[config.mk]
export PLATFORM = sky130hd
export DESIGN_NAME = time_counter
export DESIGN_NICKNAME = d
export VERILOG_FILES = /design/src/rtl/alarm_clock_pkg.sv /design/src/rtl/bcd_digit.sv /design/src/rtl/time_counter.sv
export SDC_FILE = /design/constraint.sdc
export NUM_CORES = 1
export LEC_CHECK = 0
export BUFFER_PORTS_ARGS = -buffer_cell sky130_fd_sc_hd__buf_2
export CORE_UTILIZATION = 54
export CTS_CLUSTER_DIAMETER = 80
export DETAILED_ROUTE_END_ITERATION = 16
export HOLD_SLACK_MARGIN = 0.15
export PLACE_DENSITY = 0.9
export SYNTH_ARGS = -nofsm -noshare
export SYNTH_HDL_FRONTEND = slang
export SYNTH_SLANG_ARGS = --single-unit
[constraint.sdc]
create_clock -name clock -period 3.95 [get_ports clock]
set_input_delay 0.9875 -clock clock [delete_from_list [all_inputs] [get_ports clock]]
set_output_delay 0.9875 -clock clock [all_outputs]
set_load 0.005 [all_outputs]
[src/rtl/alarm_clock_pkg.sv]
// alarm_clock_pkg: shared types, limits and BCD step function for the alarm clock
package alarm_clock_pkg;
  localparam int TIME_W = 16;
  typedef logic [3:0] bcd_digit_t;
  typedef logic [TIME_W-1:0] time_t;
  localparam bcd_digit_t MIN_TENS_MAX = 4'd5;
  localparam logic [7:0] HOUR_MAX = 8'h23;
  localparam time_t RESET_TIME = 16'h0000;
  typedef enum logic {IDLE, RINGING} state_t;
  function automatic bcd_digit_t bcd_next(bcd_digit_t q, logic inc, logic load, bcd_digit_t d, bcd_digit_t max);
    return load ? d : inc ? (q == max ? 4'd0 : q + 4'd1) : q;
  endfunction
endpackage

[src/rtl/bcd_digit.sv]
// bcd_digit: one loadable BCD digit wrapping at max with carry-out
module bcd_digit
  import alarm_clock_pkg::*;
(
  input  logic       clock,
  input  logic       reset_n,
  input  logic       inc,
  input  logic       load,
  input  bcd_digit_t d,
  input  bcd_digit_t max,
  output bcd_digit_t q,
  output logic       carry
);
  assign carry = inc && q == max;
  always_ff @(posedge clock or negedge reset_n)
    if (!reset_n) q <= '0;
    else q <= bcd_next(q, inc, load, d, max);
endmodule

[src/rtl/time_counter.sv]
// time_counter: HH:MM BCD timekeeping, alarm register and ring FSM
module time_counter
  import alarm_clock_pkg::*;
#(
  parameter int TICKS_PER_MIN = 60,
  parameter int RING_LIMIT    = 1
) (
  input  logic  clock,
  input  logic  reset_n,
  input  logic  one_second,
  input  logic  load_new_c,
  input  logic  load_new_a,
  input  time_t new_time,
  input  logic  alarm_button,
  output time_t current_time,
  output time_t alarm_time,
  output logic  sound_alarm
);
  localparam int TW = TICKS_PER_MIN > 1 ? $clog2(TICKS_PER_MIN) : 1;
  localparam int RW = RING_LIMIT > 1 ? $clog2(RING_LIMIT) : 1;
  logic [TW-1:0] tick;
  logic [RW-1:0] ring_cnt, ring_d;
  state_t state, state_d;
  logic valid, load_c, load_a, adv, adv_eff, wrap, hr_load, match;
  logic c_m0, c_m1, c_h0, c_h1;
  bcd_digit_t h1_d, h0_d;
  time_t next_cur, next_alarm;
  assign valid = new_time[15:8] <= HOUR_MAX && new_time[11:8] <= 4'd9 &&
                 new_time[7:4] <= MIN_TENS_MAX && new_time[3:0] <= 4'd9;
  assign load_c = load_new_c && valid;
  assign load_a = load_new_a && valid;
  assign adv = one_second && tick == TW'(TICKS_PER_MIN - 1);
  assign adv_eff = adv && !load_c;
  // 23:59 rolls straight to 00:00 by reloading the hour pair with zero
  assign wrap = adv_eff && current_time == {HOUR_MAX, 8'h59};
  assign hr_load = load_c || wrap;
  assign h1_d = load_c ? new_time[15:12] : 4'd0;
  assign h0_d = load_c ? new_time[11:8] : 4'd0;
  bcd_digit u_m0 (.clock, .reset_n, .inc(adv_eff), .load(load_c), .d(new_time[3:0]),
                  .max(4'd9), .q(current_time[3:0]), .carry(c_m0));
  bcd_digit u_m1 (.clock, .reset_n, .inc(c_m0), .load(load_c), .d(new_time[7:4]),
                  .max(MIN_TENS_MAX), .q(current_time[7:4]), .carry(c_m1));
  bcd_digit u_h0 (.clock, .reset_n, .inc(c_m1), .load(hr_load), .d(h0_d),
                  .max(4'd9), .q(current_time[11:8]), .carry(c_h0));
  bcd_digit u_h1 (.clock, .reset_n, .inc(c_h0), .load(hr_load), .d(h1_d),
                  .max(HOUR_MAX[7:4]), .q(current_time[15:12]), .carry(c_h1));
  assign next_cur = {bcd_next(current_time[15:12], c_h0, hr_load, h1_d, HOUR_MAX[7:4]),
                     bcd_next(current_time[11:8], c_m1, hr_load, h0_d, 4'd9),
                     bcd_next(current_time[7:4], c_m0, load_c, new_time[7:4], MIN_TENS_MAX),
                     bcd_next(current_time[3:0], adv_eff, load_c, new_time[3:0], 4'd9)};
  assign next_alarm = load_a ? new_time : alarm_time;
  assign match = (adv_eff || load_c) && next_cur == next_alarm;
  always_ff @(posedge clock or negedge reset_n)
    if (!reset_n) begin
      tick <= '0;
      alarm_time <= RESET_TIME;
    end else begin
      tick <= load_c ? '0 : one_second ? (adv ? '0 : tick + 1'b1) : tick;
      alarm_time <= next_alarm;
    end
  always_comb begin
    state_d = state;
    ring_d = ring_cnt;
    if (state == IDLE) begin
      if (match && !alarm_button) begin
        state_d = RINGING;
        ring_d = '0;
      end
    end else if (alarm_button) state_d = IDLE;
    else if (match) ring_d = '0;
    else if (adv_eff) begin
      if (ring_cnt == RW'(RING_LIMIT - 1)) state_d = IDLE;
      else ring_d = ring_cnt + 1'b1;
    end
  end
  always_ff @(posedge clock or negedge reset_n)
    if (!reset_n) begin
      state <= IDLE;
      ring_cnt <= '0;
      sound_alarm <= 1'b0;
    end else begin
      state <= state_d;
      ring_cnt <= ring_d;
      sound_alarm <= state_d == RINGING;
    end
  logic unused;
  assign unused = c_h1;
endmodule
==> metrics.md, run 1 <==
| Metric | Value |
|---|---|
| Post-synth EDFFs | 0 |
| Max Cap Viol | 0 |
| CTS Buffer Depth | 2 |
| Crit-path max cell delay | 550 ps |
| CP Capture Type | flip-flop |
| Power Dens Cells | 475 nW/um^2 |
| Initial antenna violation count | 0 |
| Cells after synthesis | 256 |
| Slew Limit Fails | 0 |
| Register area share after synthesis | 40.5% |
| Clock root cell | clkbuf_8 |
| H-tree depth | 2 |
| Reg-to-reg startpoint | u_m0.q[3]$_DFF_PN0_ |
| Worst EP required | 4160 ps |
| Worst path most repeated cell | or4_1 |
| CP cell instances | buf_2 > a2111oi_2 > and4_1 > nand2_2 > mux2_2 > xor2_1 > or4_1 > or4_1 > o31ai_2 |
| RSZ-0062 raised after global routing | false |
| Die Height | 68.8 um |
| PortBufs | 54 |
| Static Leak | 1.32 nW |
| Peak supply drop | 0.343 mV |
| Largest family of logic cells by synthesized area | simple AND/OR/NAND/NOR gates |
| All-layer global routing usage | 29.1% |
| Drt first pass iters | 4 |
| Post-Synth Simple-Gate Area | 23.9% |
| Post-DP HPWL | 4710 um |
| Register bit total from synthesis | 39 |
| DRT antenna net count | 0 |
| Fmax | 285 MHz |
| CTS sink cnt | 39 |
| Starting density of the core | 58.2% |
| Postcts setup bufs | 0 |
| Yosys top cell area share | 40.5% |
| Overflow after GRT | 0 |
| Compound-Gate Fraction of Synth Area | 15.3% |
| First-pass GRT wire length | 9780 um |
| Worst slew pin tran | 864 ps |
| Worst-path clk slew | 80 ps |
| Mapped Nets | 279 |
| Tmin final | 3510 ps |
| Synth Area in XOR/XNOR | 8.72% |
| Worst reg-to-reg setup slack | 610 ps |
| Setup crit start kind | input port |
| Placer Congestion | 0.959 |
| Synth area leader | dfrtp_1 |
| Worst-skew pair later-pin latency | 300 ps |
| Crit-path max FO | 8 |
| Worst Hold End | alarm_time[8]$_DFF_PN0_ |
| Post-synthesis mux area share | 8.20% |
| Mapped Area | 2410 sq um |
| Reg2Reg Depth | 8 |
| Synth cell count leaders | dfrtp_1 (39), nor2_1 (23), nand2_1 (17), o21ai_0 (15) |
| Clock buffer count from CTS | 5 |
| Setup_tns | 0 ps |
| HP Start | alarm_time[8]$_DFF_PN0_ |
| Final setup violation count | 0 |
| Via-to-Cell Ratio | 6.25 |
| Post-synth top flop | dfrtp_1 |
| Ys Warns | 0 |
| Core area | 4140 sq um |
| # rows | 23 |
| Die X | 68.8 um |
| Gates resized, CTS repair | 0 |
| Drt drc | 0 |
| Number of global-route vias before repair | 1989 |
| RR Endpoint | state$_DFF_PN0_ |
| Hold path depth | 1 |
| Largest net degree at the start of global routing | 40 |
| Ranking of synthesized cells by area | dfrtp_1 (40%), mux2_2 (6.5%), xor2_1 (5.1%) |
| Final design area excluding fillers | 2890 sq um |
| Status | completed |
| WHS | 538 ps |
| DP Area | 2760 sq um |
| Crit path DAT | 3720 ps |
| Routed wire per std cell | 17.4 um |
| Post-Syn Area per Cell | 9.41 sq um |
| Max-slew headroom | 42.4% |
| Async SR Flop Fraction | 100% |
| Fin. Hold Viols | 0 |
| Synth cell types | 51 |
| Hold Crit Class | flip-flop to flip-flop |
| Kind of critical path | input port to flip-flop |
| WL final | 6380 um |
| CTS Hold Bufs | 0 |
| Ant. Diodes | 0 |
| Clock Skew | 10.3 ps |
| DIE AREA | 4730 sq um |
| Detailed-route via count | 2289 |
| Detailed Route Iter0 Violations | 196 |
| Fin crit share | 88.9% |
| Final net count | 338 |
| CTS tree | built |
| Most common cell in the netlist | dfrtp_1 |
| # IOs | 55 |
| Critical path's slowest cell | or4_1 |
| Layout cells sized above 1 | 29.1% |
| Post-Synth Adder-Cell Area | 0.519% |
| Area Growth Syn to Fin | 20.0% |
[worst max-delay path: cells and delay by family]
kind            cells  cell delay (ps)
compound gates      2              610
xor+xnor            1              140
simple gates        4             1530
mux                 1              330
buf+inv             1              110
[layout by cell type (no fill, tap or decap), types with 4 or more instances in the layout]
cell type   n
nor2_1     23
nand2_1    17
and3_1      4
inv_1       7
a21oi_1     9
nand3_1    10
o21ai_0    15
xnor2_1    10
a31oi_1     5
clkbuf_8    5
mux2_2     14
o31ai_1     4
nand3b_1    6
nor3_1     10
buf_2      54
buf_4       8
mux2i_1     4
nand4_1     4
dfrtp_1    39
nand2b_1    4
nor4_1      4
xor2_1     14
[per-stage QoR]
stage          total power [W]  setup WS [ps]  instances  utilization, %
2_1_floorplan         0.000829            417        256               -
3_3_place_gp          0.000959            266        358            66.6
3_5_place_dp          0.000981            192        358            66.6
4_1_cts                0.00138            473        366            69.8
5_1_grt                0.00146            284        366            69.8
6_report               0.00138            440        366            69.8
[kinds of logic (layout without fill, tap and decap cells)]
logic type,Yosys count,count (layout)
buffers and inverters,17,77
adder cells (fa/ha/maj),1,1
AO/OA/AOI/OAI,53,53
AND/OR/NAND/NOR,104,104
multiplexers,18,18
XOR/XNOR,24,24
flip-flops,39,39
[how the worst max path moves through the flow]
| stage | depth (start not counted) | start | to | slack, ps |
|---|---|---|---|---|
| 4_1_cts | 9 | new_time[6] | state$_DFF_PN0_ | 470 |
| 5_1_grt | 10 | one_second | state$_DFF_PN0_ | 280 |
| 2_1_floorplan | 9 | one_second | state$_DFF_PN0_ | 420 |
| 3_3_place_gp | 9 | new_time[6] | state$_DFF_PN0_ | 270 |
| 6_report | 9 | new_time[6] | state$_DFF_PN0_ | 440 |
| 3_5_place_dp | 9 | new_time[6] | state$_DFF_PN0_ | 190 |
[sequential cells by signal, indices dropped and copies added, names as in the netlist]
register    flops
alarm_time     16
state           1
u_h1.q          4
u_m0.q          4
u_m1.q          4
u_h0.q          4
tick            6
[where the power goes]
group,internal (W),switching [W]
Combinational,0.000194,0.000200
Sequential,0.000481,0.000107
Clock,0.000253,0.000142
Total,0.000927,0.000448
[per-layer routing]
| metal | global-route usage (%) | wire length, um |
|---|---|---|
| met1 | 38.5 | 2740 |
| met2 | 47.1 | 2980 |
| met3 | 7.07 | 547 |
| met4 | 8.42 | 116 |
| met5 | 0 | 0 |
[layout make-up]
type | count | area, sq um
multi-input combinational | 200 | 1370
tap | 50 | 62.6
inverter | 7 | 26.3
sequential | 39 | 976
clock inverter | 2 | 60.1
clock buffer | 6 | 72.6
fill | 333 | 1250
timing repair buffer | 62 | 330
Power figures use the tool's default switching activity.
==> run 2, diff against run 1 <==
--- a/config.mk
+++ b/config.mk
@@ -5,12 +5,13 @@
 export SDC_FILE = /design/constraint.sdc
 export NUM_CORES = 1
 export LEC_CHECK = 0
-export BUFFER_PORTS_ARGS = -buffer_cell sky130_fd_sc_hd__buf_2
-export CORE_UTILIZATION = 54
+export CORE_MARGIN = 10
+export CORE_UTILIZATION = 60
 export CTS_CLUSTER_DIAMETER = 80
 export DETAILED_ROUTE_END_ITERATION = 16
+export DONT_BUFFER_PORTS = 1
 export HOLD_SLACK_MARGIN = 0.15
-export PLACE_DENSITY = 0.9
+export PLACE_DENSITY = 0.86
 export SYNTH_ARGS = -nofsm -noshare
 export SYNTH_HDL_FRONTEND = slang
 export SYNTH_SLANG_ARGS = --single-unit
==> metrics.md, run 2 (same netlist as run 1, synthesis figures left out) <==
| Metric | Value |
|---|---|
| PortBufs | 0 (was 54) |
| Hold Crit Class | input port to asynchronous set/reset pin (was flip-flop to flip-flop) |
| Via-to-Cell Ratio | 6.74 (was 6.25) |
| CTS sink cnt | 39 (unchanged) |
| Top delay family on crit path | simple AND/OR/NAND/NOR gates (unchanged) |
| DRT antenna net count | 0 (unchanged) |
| CTS tree | built (unchanged) |
| Peak supply drop | 0.334 mV (was 0.343 mV) |
| Worst Path Buf+Inv | 0 (was 1) |
| # rows | 22 (was 23) |
| Kind of critical path | input port to flip-flop (unchanged) |
| Power Dens Cells | 457 nW/um^2 (was 475 nW/um^2) |
| Most frequent cells in the layout | dfrtp_1 (39), nor2_1 (23), nand2_1 (17) (was buf_2 (54), dfrtp_1 (39), nor2_1 (23)) |
| Biggest regs | alarm_time (16), tick (6) (unchanged) |
| Worst-skew pair later-pin latency | 300 ps (about the same) |
| Post-route setup slack | 474 ps (was 440 ps) |
| Placer Congestion | 0.879 (was 0.959) |
| Tmin final | 3480 ps (was 3510 ps) |
| Number of global-route vias before repair | 2004 (was 1989) |
| Layout cells sized above 1 | 13.5% (was 29.1%) |
| Detailed Route Iter0 Violations | 161 (was 196) |
| Worst EP required | 4160 ps (about the same) |
| Fill cell count | 304 (was 333) |
| Overflow after GRT | 0 (unchanged) |
| Setup WS pre-CTS | 176 ps (was 192 ps) |
| Fin. Hold Viols | 0 (unchanged) |
| Final net count | 283 (was 338) |
| Worst-path clk slew | 70 ps (was 80 ps) |
| Fin crit share | 88.0% (was 88.9%) |
| Fmax | 288 MHz (was 285 MHz) |
| Status | completed (unchanged) |
| Critical path's slowest cell | or4_1 (unchanged) |
| Post-DP HPWL | 4960 um (was 4710 um) |
| CTS Buffer Depth | 2 (unchanged) |
| CP Capture Type | flip-flop (unchanged) |
| Max Cap Viol | 0 (unchanged) |
| Max-slew headroom | 58.0% (was 42.4%) |
| Seq. cell area | 976 sq um (unchanged) |
| WL final | 6650 um (was 6380 um) |
| Worst slew pin tran | 625 ps (was 864 ps) |
| Crit path DAT | 3680 ps (was 3720 ps) |
| Biggest register | alarm_time (unchanged) |
| First-pass GRT wire length | 10400 um (was 9780 um) |
| Crit-path max FO | 10 (was 8) |
| Clock root cell | clkbuf_8 (unchanged) |
| WHS | 378 ps (was 538 ps) |
| Slew Limit Fails | 0 (unchanged) |
| Worst path most repeated cell | or4_1 (unchanged) |
| CP cell instances | a2111oi_2 > and4_1 > nand2_2 > mux2_2 > xor2_1 > or4_1 > or4_1 > o31ai_2 (was buf_2 > a2111oi_2 > and4_1 > nand2_2 > mux2_2 > xor2_1 > or4_1 > or4_1 > o31ai_2) |
| Drt drc | 0 (unchanged) |
| CTS Hold Bufs | 0 (unchanged) |
| Clock buffer count from CTS | 5 (unchanged) |
| Crit-path max cell delay | 540 ps (was 550 ps) |
| Setup_tns | 0 ps (unchanged) |
| Setup crit start kind | input port (unchanged) |
| Postcts setup bufs | 0 (unchanged) |
| Die Height | 83.4 um (was 68.8 um) |
| Drt first pass iters | 4 (unchanged) |
| Initial antenna violation count | 1 (was 0) |
| Detailed-route via count | 2077 (was 2289) |
| H-tree depth | 2 (unchanged) |
| Die X | 83.4 um (was 68.8 um) |
| # IOs | 55 (unchanged) |
| Clock Skew | 3.42 ps (was 10.3 ps) |
| DIE AREA | 6950 sq um (was 4730 sq um) |
| Gates resized, CTS repair | 0 (unchanged) |
| Static Leak | 1.05 nW (was 1.32 nW) |
| All-layer global routing usage | 18.2% (was 29.1%) |
| Max reg flops | 16 (unchanged) |
| Largest net degree at the start of global routing | 40 (unchanged) |
| RSZ-0062 raised after global routing | false (unchanged) |
| Starting density of the core | 63.9% (was 58.2%) |
| Final setup violation count | 0 (unchanged) |
| Core area | 3770 sq um (was 4140 sq um) |
| Area Growth Syn to Fin | 6.02% (was 20.0%) |
| Area of the multi-input gates | 1370 sq um (unchanged) |
| Routed wire per std cell | 21.6 um (was 17.4 um) |
| Commonest non-fill, non-tap cell in the layout | dfrtp_1 (was buf_2) |
| Fin util | 67.8% (was 69.8%) |
==> run 2: final cells by class <==
class                           count  area share [%]
Antenna cell                        1          0.0979
Clock buffer                        6            2.84
Inverter                            7            1.03
Multi-Input combinational cell    200            53.4
Sequential cell                    39            38.2
Tap cell                           48            2.35
Timing Repair Buffer                7            2.06
==> run 2: metal layers <==
metal / track usage [%] / part of all wire, %
met5: 0 / 0
met4: 8.77 / 3.2
met3: 8.20 / 12
met2: 27.9 / 46
met1: 21.0 / 39
==> run 2: where the power goes <==
part	switching [W]	internal (W)
Clock	0.000138	0.000118
Sequential	0.000122	0.000481
Combinational	0.000154	0.000155
==> run 2: path summary, 6_finish.rpt <==
path	start	slack, ps	end	cells past startpoint
max	new_time[6]	470	state$_DFF_PN0_	8
min reg2reg	alarm_time[7]$_DFF_PN0_	570	alarm_time[7]$_DFF_PN0_	1
max reg2reg	u_m1.q[2]$_DFF_PN0_	620	state$_DFF_PN0_	8
min in group clock	alarm_time[7]$_DFF_PN0_	570	alarm_time[7]$_DFF_PN0_	1
min	reset_n	380	u_h1.q[3]$_DFF_PN0_	0
max in group asynchronous	reset_n	3490	alarm_time[2]$_DFF_PN0_	0
==> run 2: through the flow <==
step                      cells  total power [W]  cell area (sq um)
after floorplan             256         0.000829               2410
after global placement      301         0.000897               2480
after detailed placement    301         0.000914               2480
after CTS                   307          0.00117               2550
after global routing        308          0.00123               2550
final                       308          0.00117               2550
==> run 3, diff against run 2 <==
==> constraint.sdc (replaced) <==
create_clock -name clock -period 3.95 [get_ports clock]
set_input_delay 0.79 -clock clock [delete_from_list [all_inputs] [get_ports clock]]
set_output_delay 0.79 -clock clock [all_outputs]
set_load 0.005 [all_outputs]
==> metrics.md, run 3 (same netlist as run 1, synthesis figures left out) <==
| Metric | Value |
|---|---|
| Worst path most repeated cell | or4_1 (unchanged) |
| Postcts setup bufs | 0 (unchanged) |
| CP cell instances | a2111oi_2 > and4_1 > nand2_1 > mux2_2 > xor2_1 > or4_1 > or4_1 > o31ai_2 (was a2111oi_2 > and4_1 > nand2_2 > mux2_2 > xor2_1 > or4_1 > or4_1 > o31ai_2) |
| Fin. Hold Viols | 0 (unchanged) |
| Seq. cell area | 976 sq um (unchanged) |
| Power Dens Cells | 490 nW/um^2 (was 457 nW/um^2) |
| Gates resized, CTS repair | 0 (unchanged) |
| RR Endpoint | state$_DFF_PN0_ (unchanged) |
| Worst slew pin tran | 562 ps (was 625 ps) |
| Fmax | 285 MHz (was 288 MHz) |
| CP endpoint | state$_DFF_PN0_ (unchanged) |
| H-tree depth | 2 (unchanged) |
| CTS Hold Bufs | 0 (unchanged) |
| Sw Share | 33.4% (was 35.5%) |
| Status | completed (unchanged) |
| Area Growth Syn to Fin | 6.54% (was 6.02%) |
| Commonest non-fill, non-tap cell in the layout | dfrtp_1 (unchanged) |
| Layout cells sized above 1 | 13.2% (was 13.5%) |
| Ant. Diodes | 0 (was 1) |
| Crit-path max FO | 14 (was 10) |
| Worst-path clk slew | 80 ps (was 70 ps) |
| WL final | 6290 um (was 6650 um) |
| DIE AREA | 6950 sq um (unchanged) |
| Biggest register | alarm_time (unchanged) |
| Reg-to-reg startpoint | u_m1.q[2]$_DFF_PN0_ (unchanged) |
| Detailed-route via count | 2042 (was 2077) |
| Tmin final | 3500 ps (was 3480 ps) |
| Static Leak | 1.06 nW (was 1.05 nW) |
| Reg power frac | 47.9% (was 51.6%) |
| Clock buffer count from CTS | 5 (unchanged) |
| Kind of critical path | input port to flip-flop (unchanged) |
| CTS Buffer Depth | 2 (unchanged) |
| Crit path DAT | 3710 ps (was 3680 ps) |
| Critical path's slowest cell | or4_1 (unchanged) |
| Clk pwr share | 27.9% (was 21.9%) |
| Post-Place Cells | 297 (was 301) |
| Crit-path max cell delay | 550 ps (was 540 ps) |
| Post-DP HPWL | 4750 um (was 4960 um) |
| P_int | 0.000838 W (was 0.000754 W) |
| Critical Path Stages | 8 (unchanged) |
| Clock Skew | 6.88 ps (was 3.42 ps) |
| Worst reg-to-reg setup slack | 630 ps (was 620 ps) |
| Fin crit share | 88.7% (was 88.0%) |
| Drt drc | 0 (unchanged) |
| CP Capture Type | flip-flop (unchanged) |
| Top delay family on crit path | simple AND/OR/NAND/NOR gates (unchanged) |
| Detailed Route Iter0 Violations | 153 (was 161) |
| Largest net degree at the start of global routing | 40 (unchanged) |
| Finished Layout Cells | 305 (was 308) |
| Number of global-route vias before repair | 1916 (was 2004) |
| Max Cap Viol | 0 (unchanged) |
| # IOs | 55 (unchanged) |
| Hold Crit Class | input port to asynchronous set/reset pin (unchanged) |
| RSZ-0062 raised after global routing | false (unchanged) |
| Most frequent cells in the layout | dfrtp_1 (39), nor2_1 (23), nand2_1 (17) (unchanged) |
| Starting density of the core | 63.9% (unchanged) |
| Final net count | 279 (was 283) |
| Worst Setup SP | new_time[6] (unchanged) |
| CTS tree | built (unchanged) |
| Routed wire per std cell | 20.6 um (was 21.6 um) |
| Comb pwr share | 24.3% (was 26.4%) |
| Max-slew headroom | 62.2% (was 58.0%) |
| Setup_tns | 0 ps (unchanged) |
| Peak supply drop | 0.324 mV (was 0.334 mV) |
| Clock root cell | clkbuf_8 (unchanged) |
| PortBufs | 0 (unchanged) |
| Worst Path Buf+Inv | 0 (unchanged) |
| Slew Limit Fails | 0 (unchanged) |
| DRT antenna net count | 0 (unchanged) |
| Setup crit start kind | input port (unchanged) |
| Area of the multi-input gates | 1370 sq um (unchanged) |
| All-layer global routing usage | 17.4% (was 18.2%) |
| Worst-skew pair later-pin latency | 300 ps (about the same) |
| CTS sink cnt | 39 (unchanged) |
| Placer Congestion | 0.889 (was 0.879) |
| # rows | 22 (unchanged) |
| Biggest regs | alarm_time (16), tick (6) (unchanged) |
| Psw | 0.000421 W (was 0.000414 W) |
| Fill cell count | 304 (unchanged) |
| Drt first pass iters | 4 (unchanged) |
| Overflow after GRT | 0 (unchanged) |
| Die X | 83.4 um (unchanged) |
| Max reg flops | 16 (unchanged) |
| Die Height | 83.4 um (unchanged) |
| Final setup violation count | 0 (unchanged) |
| Core area | 3770 sq um (unchanged) |
| Via-to-Cell Ratio | 6.70 (was 6.74) |
| First-pass GRT wire length | 10100 um (was 10400 um) |
| Initial antenna violation count | 0 (was 1) |
| Reg2Reg Depth | 8 (unchanged) |
| Worst EP required | 4160 ps (about the same) |
==> run 3: worst register-to-register path, cell delays in order (launching register included) <==
cell and delay, ps:
dfrtp_1 490, or3b_4 460, nor3_1 510, nand4_1 180, a31oi_1 290, xor2_1 110
or4_1 450, or4_1 550, o31ai_2 190
==> run 3: layout make-up <==
type	instances	area share, %
inverters	7	1.02
flip-flops and latches	39	38.0
clock buffers	6	3.22
repair buffers	3	0.877
clock inverters	2	1.36
multi-input cells	200	53.2
well taps	48	2.34
==> run 3: routing by layer <==
metal  track usage [%]  share of wire, %  routed length [um]  vias up
li1                  -                 -                   -      942
met1              22.1                39                2450      974
met2              26.3                47                2940      116
met3              6.74                13                 802       10
met4              5.54               1.6                 100        0
met5                 0                 0                   0        -
==> run 3: metrics by stage <==
step / power [W] / hold WS, ps / util, % / area [sq um] / setup slack [ps]
after floorplan: 0.000829 / 494 / - / 2410 / 614
after detailed placement: 0.000910 / 496 / 65.0 / 2450 / 182
final: 0.00126 / 178 / 68.1 / 2570 / 447
after global placement: 0.000897 / 496 / 65.0 / 2450 / 292
after global routing: 0.00133 / 165 / 68.1 / 2570 / 281
after CTS: 0.00126 / 175 / 68.1 / 2570 / 493
==> run 3: worst min path at each step <==
stage	endpoint	cells past startpoint	start	slack, ps
after floorplan	alarm_time[0]$_DFF_PN0_	0	reset_n	490
after global placement	alarm_time[10]$_DFF_PN0_	0	reset_n	500
after detailed placement	alarm_time[10]$_DFF_PN0_	0	reset_n	500
after CTS	u_h0.q[3]$_DFF_PN0_	0	reset_n	180
after global routing	u_h0.q[3]$_DFF_PN0_	0	reset_n	160
final	alarm_time[10]$_DFF_PN0_	0	reset_n	180
==> run 3: power by group through the flow <==
stage | combinational (W) | clock (W) | sequential [W]
final | 0.000306 | 0.000351 | 0.000602
after global routing | 0.000339 | 0.000370 | 0.000620
after CTS | 0.000303 | 0.000353 | 0.000604
after detailed placement | 0.000300 | 0 | 0.000611
after global placement | 0.000291 | 0 | 0.000607
after floorplan | 0.000261 | 0 | 0.000568
